$ cat config.mk
export PLATFORM = sky130hd
export DESIGN_NAME = tap_delay_line_flat
export DESIGN_NICKNAME = d
export VERILOG_FILES = /design/src/rtl/filt_pkg.sv /design/src/rtl/tap_delay_line_if.sv /design/src/rtl/dl_stage.sv /design/src/rtl/tap_delay_line.sv /design/src/flat_wrapper.sv
export SDC_FILE = /design/constraint.sdc
export NUM_CORES = 1
export LEC_CHECK = 0
export BUFFER_PORTS_ARGS = -buffer_cell sky130_fd_sc_hd__buf_2
export CORE_MARGIN = 2
export CORE_UTILIZATION = 31
export CTS_CLUSTER_DIAMETER = 120
export DETAILED_ROUTE_END_ITERATION = 6
export GPL_TIMING_DRIVEN = 1
export PLACE_DENSITY = 0.57
export SLEW_MARGIN = 0
export SYNTH_ARGS = -nofsm -noshare
export SYNTH_HDL_FRONTEND = slang
export SYNTH_SLANG_ARGS = --single-unit
$ cat constraint.sdc
create_clock -name clk -period 10.5 [get_ports clk]
set_input_delay 1.575 -clock clk [delete_from_list [all_inputs] [get_ports clk]]
set_output_delay 1.575 -clock clk [all_outputs]
set_load 0.02 [all_outputs]
$ cat src/rtl/filt_pkg.sv
// Shared filter-path constants: sample width, default delay-line depth and a clog2 helper.
package filt_pkg;

    localparam int SAMPLE_W   = 25;
    localparam int FILT_DEPTH = 8;

    function automatic int clog2(input int value);
        int result;
        result = 0;
        while ((1 << result) < value) begin
            result = result + 1;
        end
        return result;
    endfunction

endpackage

$ cat src/rtl/tap_delay_line_if.sv
// Signal bundle between a tap_delay_line and its client (FIR tap multipliers, readback).
// The sum signal exists only when TAP_DELAY_LINE_SUM_EN is defined.
interface tap_delay_line_if
    import filt_pkg::*;
#(
    parameter int WIDTH = SAMPLE_W,
    parameter int DEPTH = FILT_DEPTH,
    parameter int IDX_W = clog2(FILT_DEPTH)
) ();

    logic                      clr;
    logic                      shift_en;
    logic signed [WIDTH-1:0]   din;
    logic [DEPTH*WIDTH-1:0]    taps;
    logic signed [WIDTH-1:0]   dout;
    logic [IDX_W:0]            fill_cnt;
    logic                      full;
    logic [IDX_W-1:0]          rd_idx;
    logic signed [WIDTH-1:0]   rd_data;
`ifdef TAP_DELAY_LINE_SUM_EN
    logic signed [WIDTH+IDX_W:0] sum;

    modport master (
        output clr, shift_en, din, rd_idx,
        input  taps, dout, fill_cnt, full, rd_data, sum
    );

    modport slave (
        input  clr, shift_en, din, rd_idx,
        output taps, dout, fill_cnt, full, rd_data, sum
    );
`else
    modport master (
        output clr, shift_en, din, rd_idx,
        input  taps, dout, fill_cnt, full, rd_data
    );

    modport slave (
        input  clr, shift_en, din, rd_idx,
        output taps, dout, fill_cnt, full, rd_data
    );
`endif

endinterface

$ cat src/rtl/dl_stage.sv
// One delay-line register: async reset, synchronous clear, load on enable.
module dl_stage
    import filt_pkg::*;
#(
    parameter int WIDTH = SAMPLE_W
) (
    input  logic                    clk,
    input  logic                    rst,
    input  logic                    clr,
    input  logic                    en,
    input  logic signed [WIDTH-1:0] d,
    output logic signed [WIDTH-1:0] q
);

    always_ff @(posedge clk or posedge rst) begin
        if (rst) begin
            q <= '0;
        end else if (clr) begin
            q <= '0;
        end else if (en) begin
            q <= d;
        end
    end

endmodule

$ cat src/rtl/tap_delay_line.sv
// DEPTH-stage sample delay line with fill tracking and registered tap readback.
// Defining TAP_DELAY_LINE_SUM_EN adds a running sum of all stages for moving-average use.
module tap_delay_line
    import filt_pkg::*;
#(
    parameter int WIDTH = SAMPLE_W,
    parameter int DEPTH = FILT_DEPTH,
    parameter int IDX_W = clog2(FILT_DEPTH)
) (
    input  logic            clk,
    input  logic            rst,
    tap_delay_line_if.slave bus
);

    localparam logic [IDX_W:0] DEPTH_C = (IDX_W + 1)'(DEPTH);
    localparam int             SUM_W   = WIDTH + IDX_W + 1;

    logic signed [WIDTH-1:0] stage [DEPTH];
    logic signed [WIDTH-1:0] rd_sel;
    logic signed [WIDTH-1:0] rd_data_p1;
    logic [IDX_W:0]          fill_cnt;
    logic                    full;

    function automatic logic [IDX_W:0] fill_sat_inc(input logic [IDX_W:0] cnt);
        return (cnt >= DEPTH_C) ? DEPTH_C : cnt + 1'b1;
    endfunction

    // Stage 0 takes the new sample; every other stage takes its predecessor.
    for (genvar k = 0; k < DEPTH; k++) begin : g_stage
        if (k == 0) begin : g_head
            dl_stage #(.WIDTH(WIDTH)) u_stage (
                .clk (clk),
                .rst (rst),
                .clr (bus.clr),
                .en  (bus.shift_en),
                .d   (bus.din),
                .q   (stage[k])
            );
        end else begin : g_body
            dl_stage #(.WIDTH(WIDTH)) u_stage (
                .clk (clk),
                .rst (rst),
                .clr (bus.clr),
                .en  (bus.shift_en),
                .d   (stage[k-1]),
                .q   (stage[k])
            );
        end
        assign bus.taps[k*WIDTH +: WIDTH] = stage[k];
    end

    assign bus.dout = stage[DEPTH-1];

    always_ff @(posedge clk or posedge rst) begin
        if (rst) begin
            fill_cnt <= '0;
            full     <= 1'b0;
        end else if (bus.clr) begin
            fill_cnt <= '0;
            full     <= 1'b0;
        end else if (bus.shift_en) begin
            fill_cnt <= fill_sat_inc(fill_cnt);
            full     <= (fill_sat_inc(fill_cnt) == DEPTH_C);
        end
    end

    assign bus.fill_cnt = fill_cnt;
    assign bus.full     = full;

    // Out-of-range indices fall through to the zero default.
    always_comb begin
        rd_sel = '0;
        for (int k = 0; k < DEPTH; k++) begin
            if (int'(bus.rd_idx) == k) begin
                rd_sel = stage[k];
            end
        end
    end

    // Readback register: samples pre-edge stage values, one cycle behind rd_idx.
    always_ff @(posedge clk or posedge rst) begin
        if (rst) begin
            rd_data_p1 <= '0;
        end else if (bus.clr) begin
            rd_data_p1 <= '0;
        end else begin
            rd_data_p1 <= rd_sel;
        end
    end

    assign bus.rd_data = rd_data_p1;

`ifdef TAP_DELAY_LINE_SUM_EN
    logic signed [SUM_W-1:0] sum_p1;

    function automatic logic signed [SUM_W-1:0] sext(input logic signed [WIDTH-1:0] x);
        return {{(SUM_W - WIDTH){x[WIDTH-1]}}, x};
    endfunction

    // Unfilled stages are zero, so subtracting the evicted stage is always exact.
    always_ff @(posedge clk or posedge rst) begin
        if (rst) begin
            sum_p1 <= '0;
        end else if (bus.clr) begin
            sum_p1 <= '0;
        end else if (bus.shift_en) begin
            sum_p1 <= sum_p1 + sext(bus.din) - sext(stage[DEPTH-1]);
        end
    end

    assign bus.sum = sum_p1;
`endif

endmodule

$ cat src/flat_wrapper.sv
// flat-port wrapper written by rule: the top's interface ports become plain ports
module tap_delay_line_flat import filt_pkg::*;
#(
    parameter int WIDTH = SAMPLE_W,
    parameter int DEPTH = FILT_DEPTH,
    parameter int IDX_W = clog2(FILT_DEPTH)
)
  (clk, rst, bus_clr, bus_shift_en, bus_din, bus_rd_idx, bus_taps, bus_dout, bus_fill_cnt, bus_full, bus_rd_data);
  tap_delay_line_if #(.WIDTH(WIDTH), .DEPTH(DEPTH), .IDX_W(IDX_W)) bus_i ();
  input  logic clk;
  input  logic rst;
  input wire logic [$bits(bus_i.clr)-1:0] bus_clr;
  input wire logic [$bits(bus_i.shift_en)-1:0] bus_shift_en;
  input wire logic [$bits(bus_i.din)-1:0] bus_din;
  input wire logic [$bits(bus_i.rd_idx)-1:0] bus_rd_idx;
  output wire logic [$bits(bus_i.taps)-1:0] bus_taps;
  output wire logic [$bits(bus_i.dout)-1:0] bus_dout;
  output wire logic [$bits(bus_i.fill_cnt)-1:0] bus_fill_cnt;
  output wire logic [$bits(bus_i.full)-1:0] bus_full;
  output wire logic [$bits(bus_i.rd_data)-1:0] bus_rd_data;
  assign bus_i.clr = bus_clr;
  assign bus_i.shift_en = bus_shift_en;
  assign bus_i.din = bus_din;
  assign bus_i.rd_idx = bus_rd_idx;
  assign bus_taps = bus_i.taps;
  assign bus_dout = bus_i.dout;
  assign bus_fill_cnt = bus_i.fill_cnt;
  assign bus_full = bus_i.full;
  assign bus_rd_data = bus_i.rd_data;
  tap_delay_line #(.WIDTH(WIDTH), .DEPTH(DEPTH), .IDX_W(IDX_W)) u_core (.clk(clk), .rst(rst), .bus(bus_i));
endmodule
==> results of run 1 <==
where the power goes:
| group | switching, W | total, W | internal (W) |
|---|---|---|---|
| clock network | 0.000374 | 0.000969 | 0.000595 |
| logic | 0.000123 | 0.000187 | 0.0000636 |
| registers | 0.0000161 | 0.000919 | 0.000902 |
| total | 0.000513 | 0.00207 | 0.00156 |
layout make-up:
class	instances	area share (%)
multi-input combinational	615	34.6
timing repair buffer	295	11.3
clock inverter	9	0.752
sequential	230	42.7
tap	461	4.28
inverter	7	0.251
clock buffer	40	6.19
state kept, by name (all words and copies together) (netlist names):
| signal | cells |
|---|---|
| u_core.g_stage.g_body.u_stage.q | 175 |
| u_core.g_stage.g_head.u_stage.q | 25 |
| u_core.bus.full | 1 |
| u_core.bus.rd_data | 25 |
| u_core.bus.fill_cnt | 4 |
worst max-delay path, stage by stage:
cell and delay (ns):
sky130_fd_sc_hd__buf_4 0.58, sky130_fd_sc_hd__buf_4 0.67, sky130_fd_sc_hd__nand2b_4 0.53, sky130_fd_sc_hd__o22ai_1 0.13, sky130_fd_sc_hd__a221oi_1 0.25, sky130_fd_sc_hd__a311oi_1 0.09
through the flow:
stage	cell area (um2)	power, W	utilization, %
after floorplan	11100	0.00107	-
after global placement	12500	0.00112	35.4
after detailed placement	12500	0.00113	35.4
after CTS	13500	0.00211	38.1
after global routing	13500	0.00216	38.1
final	13500	0.00207	38.1
cells in the final DEF, fill, tap and decap left out, types with 6 or more instances in the layout:
cell | netlist | routed
sky130_fd_sc_hd__buf_2 | 25 | 283
sky130_fd_sc_hd__buf_4 | 34 | 10
sky130_fd_sc_hd__clkbuf_16 | 0 | 27
sky130_fd_sc_hd__clkbuf_8 | 0 | 12
sky130_fd_sc_hd__dfrtp_1 | 230 | 230
sky130_fd_sc_hd__inv_1 | 7 | 6
sky130_fd_sc_hd__mux2_4 | 18 | 18
sky130_fd_sc_hd__mux2i_1 | 251 | 251
sky130_fd_sc_hd__nand2_1 | 7 | 7
sky130_fd_sc_hd__nor2_1 | 229 | 229
sky130_fd_sc_hd__nor3_2 | 20 | 20
sky130_fd_sc_hd__o21ai_0 | 6 | 6
sky130_fd_sc_hd__o221a_1 | 16 | 16
sky130_fd_sc_hd__o221ai_1 | 19 | 19
layer usage:
metal | global-route usage [%] | share of wire, % | routed length [um]
met2 | 24.4 | 45 | 13800
met4 | 3.64 | 2.2 | 674
met5 | 0 | 0 | 0
met1 | 22.7 | 47 | 14200
met3 | 2.86 | 5.7 | 1720
final timing paths:
path | slack, ns | cells past startpoint | to | startpoint
worst min register to register | 0.53 | 2 | u_core.bus.full | u_core.bus.full
min in group asynchronous | 1.17 | 2 | u_core.g_stage[2].g_body.u_stage.q[18] | rst
worst min-delay path | 0.53 | 2 | u_core.bus.full | u_core.bus.full
worst max-delay path | 6.95 | 6 | u_core.bus.rd_data[3] | bus_rd_idx[0]
max in group asynchronous | 7.82 | 3 | u_core.g_stage[5].g_body.u_stage.q[13] | rst
worst max register to register | 9.19 | 4 | u_core.bus.rd_data[18] | u_core.g_stage[2].g_body.u_stage.q[18]
kinds of logic (layout without fill, tap and decap cells):
logic type / Yosys count / count (layout) / share of synthesized area [%]
muxes: 273 / 273 / 25.5
and+or+nand+nor: 271 / 271 / 10.7
DFF: 230 / 230 / 51.9
buffers and inverters: 107 / 351 / 6.16
AOI/OAI and AO/OA: 69 / 69 / 5.53
adders and majority gates: 2 / 2 / 0.225
==> out/metrics.yaml, run 1 <==
ctsHtreeMaxLevel: 1
vdd_drop_max_v: 0.000122
ys_top_cells_by_area: "sky130_fd_sc_hd__dfrtp_1 (52%), sky130_fd_sc_hd__mux2i_1 (23%), sky130_fd_sc_hd__nor2_1 (7.7%)"
post_cts_hold_buffer_count: 0
antenna-diode-count: 0
slew_headroom_pct: 23.1
grt_pass1_wl_mm: 46.5
min_period_over_period_pct: 33.8
cts_resized: 0
route.detailed.drc: 0
type_of_element_launching_the_critical_path: "primary input"
min-delay-path-class: "flop to flop"
maximum_number_of_pins_on_one_net_before_global_route_repair: 143
cp_data_required_time_ns: 10.86
floorplan.die_area_um2: 37300
holdWs_ns: 0.533
global_route.usage.total_pct: 15.7
post-route-min-period_ns: 3.55
io_buffers: 286
finalWirelength_mm: 30.4
routed-via-count: 7982
ctsLongestPathBuffers: 3
die_height_um: 193
grt_antenna_before_repair: 0
clkSinkCount: 230
multi_input_comb_area_um2: 4660
io_pins: 287
drt_iter0_drc: 367
p_per_area_nw_per_um2: 154
synthCells: 952
nets: 1210
most_common_cell_in_the_netlist: "sky130_fd_sc_hd__mux2i_1"
yosys.cell_types.count: 43
final_critical_path_setup_slack_ns: 6.95
final.setup_skew_ns: 0.00748
drt_first_pass_iters: 5
crit_path_end_kind: "flop"
final_antenna_net_count: 0
postSynthRegisterBits: 230
gp_congestion: 0.761
max_slew.worst_pin.slew_ns: 1.15
cell_at_the_root_of_the_clock_tree: "sky130_fd_sc_hd__clkbuf_16"
die_boundary_width_um: 193
synth_largest_type_area_fraction_pct: 51.9
achievable-frequency_mhz: 282
ys_top_cells_by_count: "sky130_fd_sc_hd__mux2i_1 (251), sky130_fd_sc_hd__dfrtp_1 (230), sky130_fd_sc_hd__nor2_1 (229)"
postCtsSetupRepairBufs: 0
maxCapViolCount: 0
worstSkewPairLatency_ns: 0.53
start_util_pct: 31.3
p_leak_nw: 7.40
filler_cell_count: 3562
setup_violations: 0
maxSlewViolCount: 0
fin_cells: 1657
synth_edf_count: 0
cts_made_buffers: 27
average_wire_length_per_cell_after_detail_routing_um: 18.4
clkTransAtPathRegs_ns: 0.06
worstPathMaxFanout: 40
standard_cell_row_count: 69
critPathKind: "primary input to flop"
finalHoldViolations: 0
synth_seq_area_share_pct: 51.9
register_area_um2: 5760
final.setup.tns_ns: 0
crit_arrival_ns: 3.90
globalRouteOverflowTotal: 0
place_ws_ns: 6.43
dp_hpwl_mm: 19.2
synth_async_sr_flop_share_pct: 100
drive_gt1_share_pct: 32.9
run_status: "finished, final reports clean"
synth_nets: 986
synth_area_um2: 11100
synth_ff_type: "sky130_fd_sc_hd__dfrtp_1"
cts_tree: "built"
number_of_warnings_issued_by_yosys: 0
synthesis_to_finish_area_growth_pct: 21.5
dpl_cells: 1608
yosys.area.top_type: "sky130_fd_sc_hd__dfrtp_1"
core_area_um2: 35400
grt_pass1_vias: 7651
viasPerCell: 4.82
avgSynthCellArea_um2: 11.7
rsz0062_at_grt: "false"
Note: power is estimated with default switching activity, not from simulation.
==> inputs of run 2 (changes only) <==
--- a/config.mk
+++ b/config.mk
@@ -5,6 +5,7 @@
 export SDC_FILE = /design/constraint.sdc
 export NUM_CORES = 1
 export LEC_CHECK = 0
+export ABC_AREA = 1
 export BUFFER_PORTS_ARGS = -buffer_cell sky130_fd_sc_hd__buf_2
 export CORE_MARGIN = 2
 export CORE_UTILIZATION = 31
==> constraint.sdc (replaced) <==
create_clock -name clk -period 3.3 [get_ports clk]
set_input_delay 0.495 -clock clk [delete_from_list [all_inputs] [get_ports clk]]
set_output_delay 0.495 -clock clk [all_outputs]
set_load 0.02 [all_outputs]
==> run 2 against run 1 <==
  * Largest power group unchanged
  * Global-route usage rose by 3.4 points
  * Critical endpoint is now u_core.bus.rd_data[24]
  * Critical path type unchanged
  * Final cell count up 8.5%
  * Critical path depth is 1 higher
  * Cell area is 6.4% lower
  * Clock skew up 0.010 ns
==> out/metrics.yaml, run 2 <==
run_status: "finished, final reports clean"
antenna-diode-count: 0
synth_nets: 1176
synth_edf_count: 0
cts_resized: 0
synthesis_to_finish_area_growth_pct: 25.9
achievable-frequency_mhz: 583
average_wire_length_per_cell_after_detail_routing_um: 18.2
synth_largest_type_area_fraction_pct: 57.4
global_route.usage.total_pct: 19.1
postSynthRegisterBits: 230
ys_top_cells_by_area: "sky130_fd_sc_hd__dfrtp_1 (57%), sky130_fd_sc_hd__o22ai_1 (8.9%), sky130_fd_sc_hd__inv_1 (7.8%)"
post_cts_hold_buffer_count: 0
maxCapViolCount: 0
final_area_um2: 12600
most_common_cell_in_the_netlist: "sky130_fd_sc_hd__dfrtp_1"
ctsHtreeMaxLevel: 1
routed-via-count: 8608
drt_iter0_drc: 642
viasPerCell: 4.79
synth_ff_type: "sky130_fd_sc_hd__dfrtp_1"
rsz0062_at_grt: "false"
layout.cells.most_common: "sky130_fd_sc_hd__buf_2"
final_antenna_net_count: 0
cell_at_the_root_of_the_clock_tree: "sky130_fd_sc_hd__clkbuf_16"
yosys.area.top_type: "sky130_fd_sc_hd__dfrtp_1"
design_power_total_w: 0.00646
cp_data_required_time_ns: 3.70
synthCells: 1142
start_util_pct: 31.6
place_ws_ns: 1.12
grt_pass1_vias: 8072
postPlaceCellArea_um2: 11700
p_per_area_nw_per_um2: 512
worstPathMaxFanout: 39
final.setup_skew_ns: 0.0180
worstSkewPairLatency_ns: 0.53
setup_violations: 0
globalRouteOverflowTotal: 0
yosys.cell_types.count: 24
holdWs_ns: 0.0753
final_critical_path_setup_slack_ns: 1.58
final.setup.tns_ns: 0
clock_group_share_of_total_power_pct: 47.3
min-delay-path-class: "primary input to asynchronous set/reset pin"
slew_headroom_pct: 38.1
ctsLongestPathBuffers: 3
clkSinkCount: 230
avgSynthCellArea_um2: 8.77
route.detailed.drc: 0
die_height_um: 184
maxSlewViolCount: 0
power.net_switching_w: 0.00158
maximum_number_of_pins_on_one_net_before_global_route_repair: 180
grt_antenna_before_repair: 0
gp_congestion: 0.874
postCtsSetupRepairBufs: 0
power.combinational.fraction_pct: 7.6
io_pins: 287
standard_cell_row_count: 65
ys_top_cells_by_count: "sky130_fd_sc_hd__dfrtp_1 (230), sky130_fd_sc_hd__inv_1 (209), sky130_fd_sc_hd__nand2_1 (201)"
crit_arrival_ns: 2.12
finalHoldViolations: 0
nets: 1411
min_period_over_period_pct: 52.0
cts_tree: "built"
cts_made_buffers: 26
largest-register: "u_core.g_stage.g_body.u_stage.q"
critPathKind: "primary input to flop"
synth_area_um2: 10000
p_seq_share_pct: 45.1
crit_path_end_kind: "flop"
largest_reg_flops: 175
p_leak_nw: 6.46
floorplan.die_area_um2: 33800
drt_first_pass_iters: 5
dp_hpwl_mm: 23.4
synth_async_sr_flop_share_pct: 100
grt_pass1_wl_mm: 50.3
synth_seq_area_share_pct: 57.4
post-route-min-period_ns: 1.72
drive_gt1_share_pct: 26.1
core_area_um2: 31700
power.share.switching_pct: 24.5
max_slew.worst_pin.slew_ns: 0.927
finalWirelength_mm: 32.7
vdd_drop_max_v: 0.000321
io_buffers: 286
clkTransAtPathRegs_ns: 0.06
die_boundary_width_um: 184
mostFrequentLayoutCells: "sky130_fd_sc_hd__buf_2 (286), sky130_fd_sc_hd__dfrtp_1 (230), sky130_fd_sc_hd__inv_1 (208)"
internal_power_w: 0.00488
number_of_warnings_issued_by_yosys: 0
type_of_element_launching_the_critical_path: "primary input"
[run 2: cell types whose count changed in the layout (fill, tap and decap cells not counted), sizes merged, moves of 22 or more]
cell   delta
mux2i   -251
inv     +210
nand2   +194
nor2    -177
o22ai   +138
o21ai    +62
a21oi    +45
nand3    +42
nand4    +34
mux2     -22
[run 2: area by class of cell]
| type | count | area, um2 |
|---|---|---|
| fill | 3274 | 19100 |
| multi-input combinational | 601 | 3000 |
| clock buffer | 37 | 783 |
| inverter | 217 | 826 |
| timing repair buffer | 301 | 1620 |
| sequential | 230 | 5760 |
| clock inverter | 10 | 134 |
| tap | 402 | 503 |
[run 2: logic make-up after synthesis]
| group | share of synthesized area [%] |
|---|---|
| flip-flops | 57.4 |
| adder cells (fa/ha/maj) | 0.250 |
| AO/OA/AOI/OAI | 14.9 |
| buffers and inverters | 12.9 |
| AND/OR/NAND/NOR | 14.5 |
[run 2: per-stage QoR]
stage	utilization, %	instances
final	39.8	1798
after global routing	39.8	1798
after floorplan	-	1142
after CTS	39.8	1798
after detailed placement	36.9	1751
after global placement	36.9	1751
[run 2: final timing paths]
path | cells after the start | slack [ns] | endpoint | start
min in group clk | 3 | 0.17 | u_core.g_stage[0].g_head.u_stage.q[6] | bus_din[6]
setup reg to reg | 6 | 1.97 | u_core.bus.rd_data[20] | u_core.g_stage[2].g_body.u_stage.q[20]
max in group asynchronous | 3 | 2.41 | u_core.g_stage[4].g_body.u_stage.q[22] | rst
setup / recovery | 7 | 1.58 | u_core.bus.rd_data[24] | bus_rd_idx[0]
hold / removal | 2 | 0.08 | u_core.g_stage[7].g_body.u_stage.q[5] | rst
hold reg to reg | 2 | 0.49 | u_core.bus.full | u_core.bus.full
[run 2: worst max-delay path: stages]
cell and delay, ns:
sky130_fd_sc_hd__buf_2 0.26, sky130_fd_sc_hd__inv_2 0.17, sky130_fd_sc_hd__nor3_4 0.18, sky130_fd_sc_hd__buf_4 0.41
sky130_fd_sc_hd__inv_1 0.27, sky130_fd_sc_hd__o21ai_0 0.25, sky130_fd_sc_hd__a21oi_1 0.07
[run 2: per-layer routing]
metal | track usage, % | up-vias | wire (um)
li1 | - | 4188 | -
met1 | 30.0 | 4054 | 15800
met2 | 26.3 | 316 | 13700
met3 | 3.41 | 50 | 2210
met4 | 5.76 | 0 | 901
met5 | 0 | - | 0
[run 2: power by group through the flow]
stage	sequential, W	combinational (W)	clock [W]
6_report	0.00291	0.000494	0.00306
2_1_floorplan	0.00302	0.000248	0
3_5_place_dp	0.00296	0.000498	0
4_1_cts	0.00291	0.000500	0.00313
3_3_place_gp	0.00296	0.000494	0
5_1_grt	0.00292	0.000549	0.00324
